===== src/rtl/game_mm_regbank.sv =====
// Avalon-MM register bank: byte-writable output registers plus a
// debounced button port with sticky edge flags and a maskable interrupt.
module game_mm_regbank #(
    parameter int DATA_W  = 32,
    parameter int ADDR_W  = 5,
    parameter int N_OUT   = 4,
    parameter int IN_W    = 5,
    parameter int DEB_CYC = 50000
) (
    input  logic                    clk_clk,
    input  logic                    reset_reset_n,
    input  logic [ADDR_W-1:0]       avs_address,
    input  logic                    avs_read,
    input  logic                    avs_write,
    input  logic [DATA_W/8-1:0]     avs_byteenable,
    input  logic [DATA_W-1:0]       avs_writedata,
    output logic [DATA_W-1:0]       avs_readdata,
    output logic                    avs_readdatavalid,
    input  logic [IN_W-1:0]         pio_in,
    output logic [N_OUT*DATA_W-1:0] out_regs,
    output logic [N_OUT-1:0]        out_strobe,
    output logic                    irq
);

    localparam int BE_W = DATA_W / 8;
    localparam int CW   = $clog2(DEB_CYC + 1);
    localparam logic [CW-1:0] CNT_MAX = CW'(DEB_CYC - 1);
    localparam logic [31:0] INFO32 = {16'(N_OUT), 16'(IN_W)};
    localparam logic [DATA_W-1:0] INFO = DATA_W'(INFO32);

    localparam logic [ADDR_W-1:0] A_STATE = ADDR_W'(0);
    localparam logic [ADDR_W-1:0] A_EDGE  = ADDR_W'(1);
    localparam logic [ADDR_W-1:0] A_MASK  = ADDR_W'(2);
    localparam logic [ADDR_W-1:0] A_INFO  = ADDR_W'(3);

    logic [IN_W-1:0]   sync1;
    logic [IN_W-1:0]   sync2;
    logic [IN_W-1:0]   deb;
    logic [CW-1:0]     cnt [IN_W];
    logic [IN_W-1:0]   accept;
    logic [IN_W-1:0]   rise;

    logic [IN_W-1:0]   edge_cap;
    logic [IN_W-1:0]   irq_mask;
    logic [IN_W-1:0]   clr;
    logic [DATA_W-1:0] out_q [N_OUT];
    logic [N_OUT-1:0]  out_hit;
    logic [DATA_W-1:0] rd_mux;
    logic              rd_take;

    always_comb begin
        accept = '0;
        for (int i = 0; i < IN_W; i++) begin
            accept[i] = (sync2[i] != deb[i]) && (cnt[i] == CNT_MAX);
        end
        // Accepting while sync2 is 1 means the debounced bit goes 0->1.
        rise = accept & sync2;
    end

    always_ff @(posedge clk_clk or negedge reset_reset_n) begin
        if (!reset_reset_n) begin
            sync1 <= '0;
            sync2 <= '0;
            deb   <= '0;
            for (int i = 0; i < IN_W; i++) begin
                cnt[i] <= '0;
            end
        end else begin
            sync1 <= pio_in;
            sync2 <= sync1;
            for (int i = 0; i < IN_W; i++) begin
                if (sync2[i] != deb[i]) begin
                    if (cnt[i] == CNT_MAX) begin
                        deb[i] <= sync2[i];
                        cnt[i] <= '0;
                    end else begin
                        cnt[i] <= cnt[i] + CW'(1);
                    end
                end else begin
                    cnt[i] <= '0;
                end
            end
        end
    end

    always_comb begin
        out_hit = '0;
        for (int k = 0; k < N_OUT; k++) begin
            out_hit[k] = (avs_address == ADDR_W'(4 + k));
        end
    end

    always_comb begin
        clr = '0;
        if (avs_write && avs_address == A_EDGE) begin
            for (int i = 0; i < IN_W; i++) begin
                clr[i] = avs_writedata[i] & avs_byteenable[i/8];
            end
        end
    end

    always_comb begin
        rd_mux = '0;
        if (avs_address == A_STATE) begin
            rd_mux[IN_W-1:0] = deb;
        end else if (avs_address == A_EDGE) begin
            rd_mux[IN_W-1:0] = edge_cap;
        end else if (avs_address == A_MASK) begin
            rd_mux[IN_W-1:0] = irq_mask;
        end else if (avs_address == A_INFO) begin
            rd_mux = INFO;
        end else begin
            for (int k = 0; k < N_OUT; k++) begin
                if (out_hit[k]) begin
                    rd_mux = out_q[k];
                end
            end
        end
    end

    // A write on the same edge as a read wins; the read is dropped.
    assign rd_take = avs_read && !avs_write;

    always_ff @(posedge clk_clk or negedge reset_reset_n) begin
        if (!reset_reset_n) begin
            edge_cap          <= '0;
            irq_mask          <= '0;
            out_strobe        <= '0;
            avs_readdata      <= '0;
            avs_readdatavalid <= 1'b0;
            irq               <= 1'b0;
            for (int k = 0; k < N_OUT; k++) begin
                out_q[k] <= '0;
            end
        end else begin
            edge_cap          <= (edge_cap & ~clr) | rise;
            irq               <= |(edge_cap & irq_mask);
            out_strobe        <= avs_write ? out_hit : '0;
            avs_readdatavalid <= rd_take;
            if (rd_take) begin
                avs_readdata <= rd_mux;
            end
            if (avs_write && avs_address == A_MASK) begin
                for (int i = 0; i < IN_W; i++) begin
                    if (avs_byteenable[i/8]) begin
                        irq_mask[i] <= avs_writedata[i];
                    end
                end
            end
            for (int k = 0; k < N_OUT; k++) begin
                if (avs_write && out_hit[k]) begin
                    for (int b = 0; b < BE_W; b++) begin
                        if (avs_byteenable[b]) begin
                            out_q[k][b*8 +: 8] <= avs_writedata[b*8 +: 8];
                        end
                    end
                end
            end
        end
    end

    for (genvar k = 0; k < N_OUT; k++) begin : g_out
        assign out_regs[k*DATA_W +: DATA_W] = out_q[k];
    end

endmodule

===== config.mk =====
export PLATFORM = sky130hd
export DESIGN_NAME = game_mm_regbank
export DESIGN_NICKNAME = d
export VERILOG_FILES = /design/src/rtl/game_mm_regbank.sv
export SDC_FILE = /design/constraint.sdc
export NUM_CORES = 1
export LEC_CHECK = 0
export CORE_MARGIN = 3
export CORE_UTILIZATION = 57
export DETAILED_ROUTE_END_ITERATION = 10
export GPL_TIMING_DRIVEN = 0
export PLACE_DENSITY_LB_ADDON = 0.25
export SETUP_SLACK_MARGIN = 0.02
export SYNTH_ARGS = -nofsm -noshare
export SYNTH_HDL_FRONTEND = slang
export SYNTH_SLANG_ARGS = --single-unit

===== constraint.sdc =====
create_clock -name clk_clk -period 3.35 [get_ports clk_clk]
set_input_delay 0.5025 -clock clk_clk [delete_from_list [all_inputs] [get_ports clk_clk]]
set_output_delay 0.5025 -clock clk_clk [all_outputs]
set_load 0.1 [all_outputs]

# Word level (Yosys, flattened, before mapping)
# Cells that the tools add are included.
totals:
  latchBits: 0
  ramBits: 0
  elab_cells: 126
  ff_bits: 271
  output_inout_bits: 166
  mem_count: 0
  mem_bits_ro: 0
classes:
  shift: 0
  muxes: 23
  eq_ne: 17
  n_lt_le_gt_ge: 0
  addsub: 5
  n_bitwise: 10
  multipliers: 0
  n_div: 0
  n_reduce_logical: 37
op_table:
  columns: ["cell", "count"]
  rows:
  - ["two-way mux 16 bit", 10]
  - ["two-way mux 32 bit", 5]
  - ["two-way mux 27 bit", 3]
  - ["adder 16 x 1 -> 16 bit, second input constant", 5]
  - ["== test 16 bit, second input constant", 5]
  - ["AND reduction 2 bit", 22]
  - ["== test 5 x 3 -> 1 bit, second input constant", 4]
  - ["two-way mux 5 bit", 4]
  - ["AND 5 bit", 3]
  - ["logical AND 1 bit", 12]
  - ["== test 5 x 2 -> 1 bit, second input constant", 2]
  - ["AND 1 bit", 5]
  - ["== test 5 x 1 -> 1 bit, second input constant", 1]
  - ["zero test 5 bit", 1]
  - ["inequality test 1 bit", 5]
  - ["NOT 5 bit", 1]
  - ["OR 5 bit", 1]
  - ["OR reduction 5 bit", 1]
  - ["two-way mux 4 bit", 1]
  - ["zero test 1 bit", 1]

# Longest topological paths before layout
depth:
  word_depth: 9
  ltp_mapped: 8

# Least setup slack after synthesis
# No wires, ideal clock.
synth_path:
  path_type: "in2reg"
  startpoint: "in avs_address[0]"
  endpoint: "reg out_q, in the netlist out_regs[96]"
  required_ps: 3224
  setup_ps: 126
  setup_slack_ps: 1438
  cell_stages: 5
  path_buffers: 2
  arrival_time_ps: 1787
  cell_sequence: "buf_2 buf_2 nand3_4 nor2_2 mux2_2"
synth_via:
  elab_chain_len: 3
synth_lines:
  columns: ["item", "line_no", "source"]
  rows:
  - ["start: declaration", "12", "input logic [ADDR_W-1:0] avs_address,"]
  - ["== test 5 x 3 -> 1 bit", "89", "out_hit[k] = (avs_address == ADDR_W'(4 + k));"]
  - ["logical AND 1 bit", "151", "if (avs_write && out_hit[k]) begin"]
  - ["AND reduction 2 bit (no source line)", null, null]
  - ["end signal: indexed assignment", "154", "out_q[k][b*8 +: 8] <= avs_writedata[b*8 +: 8];"]
  - ["end: declaration", "46", "logic [DATA_W-1:0] out_q [N_OUT];"]
# Every way passes these cells.
# A chain may end at the register's enable or synchronous reset.

# Worst setup path in the final report
layout_path:
  startpoint: "reg out_q, in the netlist out_regs[96]"
  endpoint: "out out_regs[96]"
layout_lines:
  columns: ["item", "line_no", "source"]
  rows:
  - ["end: declaration", "20", "output logic [N_OUT*DATA_W-1:0] out_regs,"]
# No word-level cell between the ends.

==> summary.txt <==
Timing
  – Worst hold slack: 350 ps
  – Final worst slack: 693 ps
  – Fin. max-slew vios: 0
  – Layout Skew: 7.27 ps
  – Worst-margin pin slew: 1070 ps
  – Final setup vio count: 0
  – Headroom to the max-slew limit: 0.282
  – Final period utilization: 0.793
  – Fmax: 376 MHz
  – RSZ-0062 raised after global routing: no
  – Tmin final: 2660 ps
  – Final Hold Violating Endpoints: 0

Global route
  – Total grt overflow: 0
  – Initial antenna violation count: 4
  – Gr usage total: 0.276
  – First-pass GRT wire length: 48800 µm
  – Largest net degree at the start of global routing: 123
  – Vias in the first global route: 8877

Detailed routing
  – Post-route DRC: 0
  – Final ANT Viol Nets: 0
  – Drt via density: 5.82
  – First-pass iteration count of the detailed router: 4
  – Iter 0 DRT Violations: 436
  – DR vias: 8619
  – Total wire length: 30900 µm
  – Post-DR wirelength/cell: 20.8 µm

Critical path
  – Kind of critical path: flip-flop to output pin
  – RR Endpoint: cnt[38]
  – Req. time, crit path: 2850 ps
  – CP delay by family, top: buffers and inverters
  – Instance count on the critical path: 1
  – Critical-path maximum fanout: 3
  – Worst r2r src: cnt[32]
  – Max incr delay on CP: 1200 ps
  – CP startpoint kind: flip-flop
  – Crit path max-delay cell type: clkdlybuf4s50_1
  – CP endpoint kind: output pin
  – Worst-path cell chain: clkdlybuf4s50_1
  – Worst Setup SP: out_regs[96]
  – Reg2Reg Depth: 5
  – Worst path buffer plus inverter count: 1
  – Flop2flop setup slack: 1270 ps
  – Arrival @ worst endpoint: 2150 ps
  – Setup crit end: out_regs[96]

Run status
  – Status: finished clean

Clock network
  – Number of H-tree levels: 1
  – Clk root buf: clkbuf_16
  – CTS resizes: 0
  – Post CTS Setup Buffer Count: 0
  – CTS max path bufs: 3
  – Clock Sinks: 271
  – CTS tree: built
  – Clk_lat worst skew: 540 ps
  – Worst-path clk slew: 60 ps
  – Clock buffer count from CTS: 29

Placed design
  – Post-Place Worst Slack: 283 ps
  – HPWL after DPL: 21600 µm
  – I/O Buffers: 214
  – GPL Wtd Cong: 0.863
  – Inst Count DP: 1423
  – Placement Cell Area: 14400 µm²

Layout
  – Final non-filler cell total: 1482
  – Fin util: 0.762
  – Commonest non-fill, non-tap cells in the layout: 271 x dfrtp_1, 213 x clkdlybuf4s50_1, 128 x mux2_2, 101 x nor2_1, 61 x xnor2_1
  – Commonest non-fill, non-tap cell in the layout: dfrtp_1
  – # nets final: 1240
  – Fill count: 1323
  – Syn-to-layout area delta: 30.4%
  – Layout cells sized above 1: 0.209
  – Fin area: 15500 µm²

Flow run
  – Max-cap violations: 0

Synth
  – Post-synth EDFFs: 0
  – Synthesized Nets: 992
  – Cell Area, Synth: 11900 µm²
  – Register bit total from synthesis: 271
  – FFs w/ async S/R, synth: 1.00
  – Post-synth top area cell: dfrtp_1
  – Register area share after synthesis: 0.569
  – Avg Cell Area, Syn: 12.7 µm²
  – Warnings from Yosys: 0
  – Synth area leaders: dfrtp_1 57%, mux2_2 12%, mux4_2 5.3%
  – Top cell type's share of synthesized area: 0.569
  – Predominant post-synthesis flop cell: dfrtp_1
  – Post-Synthesis Cells: 937
  – Post-synth cell types: 48

Power and ir drop
  – Worst IR drop on VDD: 0.548 mV
  – Leak Pwr: 6.63 nW
  – Pwr dens: 650 nW/µm²

Floorplanning
  – Die Y: 151 µm
  – Std-Cell Rows: 52
  – Die area: 22700 µm²
  – Core Area: 20400 µm²
  – Die width: 151 µm
  – Initial Util: 0.585
  – I/O Pins: 216

Worst hold path
  – Hold Crit Class: flip-flop to flip-flop
state kept, by name, indices dropped and copies added, names as in the netlist:
signal / flops
out_strobe: 4
irq_mask: 5
cnt: 80
out_regs: 128
sync1: 5
deb: 5
sync2: 5
edge_cap: 5
irq: 1
avs_readdata: 32
avs_readdatavalid: 1
repair_timing:
item | CTS | global route
endpoints found under the setup margin | 0 | 0
hold buffers | 1 | 0
hold endpoints to repair | 45 | 0
metrics by stage:
stage          TNS (ps)  power, mW
2_1_floorplan         0       5.86
5_1_grt               0       10.4
3_3_place_gp   -2620440       6.63
3_5_place_dp          0       6.67
4_1_cts               0       10.2
6_report              0       10.1
power by group:
group / internal (mW) / switching (mW) / leakage (nW)
logic: 0.723 / 2.13 / 2.48
clock network: 2.16 / 1.32 / 0.517
registers: 3.54 / 0.224 / 3.63
layout make-up:
type	count	area (µm²)	share of cell area
Sequential cell	271	6780	0.437
Clock buffer	36	802	0.0517
Clock inverter	18	255	0.0164
Inverter	22	82.6	0.00532
Buffer	24	108	0.00693
Multi-Input combinational cell	620	4940	0.318
Timing Repair Buffer	217	2210	0.142
Tap cell	270	338	0.0218
Antenna cell	4	10.0	0.000645
kinds of logic (layout without fill, tap and decap cells):
logic type	count (synthesis)	in the layout	share of synthesized area
AND/OR/NAND/NOR	300	300	0.127
flip-flops	271	271	0.569
multiplexers	159	159	0.177
AO/OA/AOI/OAI	83	83	0.0519
XOR/XNOR	73	73	0.0537
buffers and inverters	46	317	0.0160
adder cells (fa/ha/maj)	5	5	0.00525
other	0	4	0
cell usage after synthesis, types with 6 or more instances:
library cell,number
nand2b_1,6
dfrtp_1,271
xor2_1,12
mux4_2,28
xnor2_1,61
nor2_2,12
nand4_1,25
nor3_1,24
mux2_2,128
buf_2,14
or4_1,6
inv_1,21
and3_1,6
nor2_1,101
o21ai_0,27
clkbuf_1,8
nor4_1,19
a21oi_1,9
nand3_1,32
nor2b_1,9
a22o_1,27
nand2_1,39
or3_1,7
worst min-delay path by stage:
stage | start | cells after the start | end
floorplan | reset_reset_n | 0 | avs_readdata[0]
global placement | sync1[1] | 0 | sync2[1]
detailed placement | sync1[4] | 0 | sync2[4]
CTS | sync1[4] | 0 | sync2[4]
global route | sync1[4] | 0 | sync2[4]
finish | sync1[4] | 0 | sync2[4]
layer usage:
metal | track usage | share of wire | vias to the layer above
li1 | - | - | 3893
met1 | 0.344 | 0.40 | 4404
met2 | 0.465 | 0.50 | 257
met3 | 0.0741 | 0.070 | 65
met4 | 0.0997 | 0.036 | 0
met5 | 0 | 0 | -
Power figures use the tool's default switching activity.
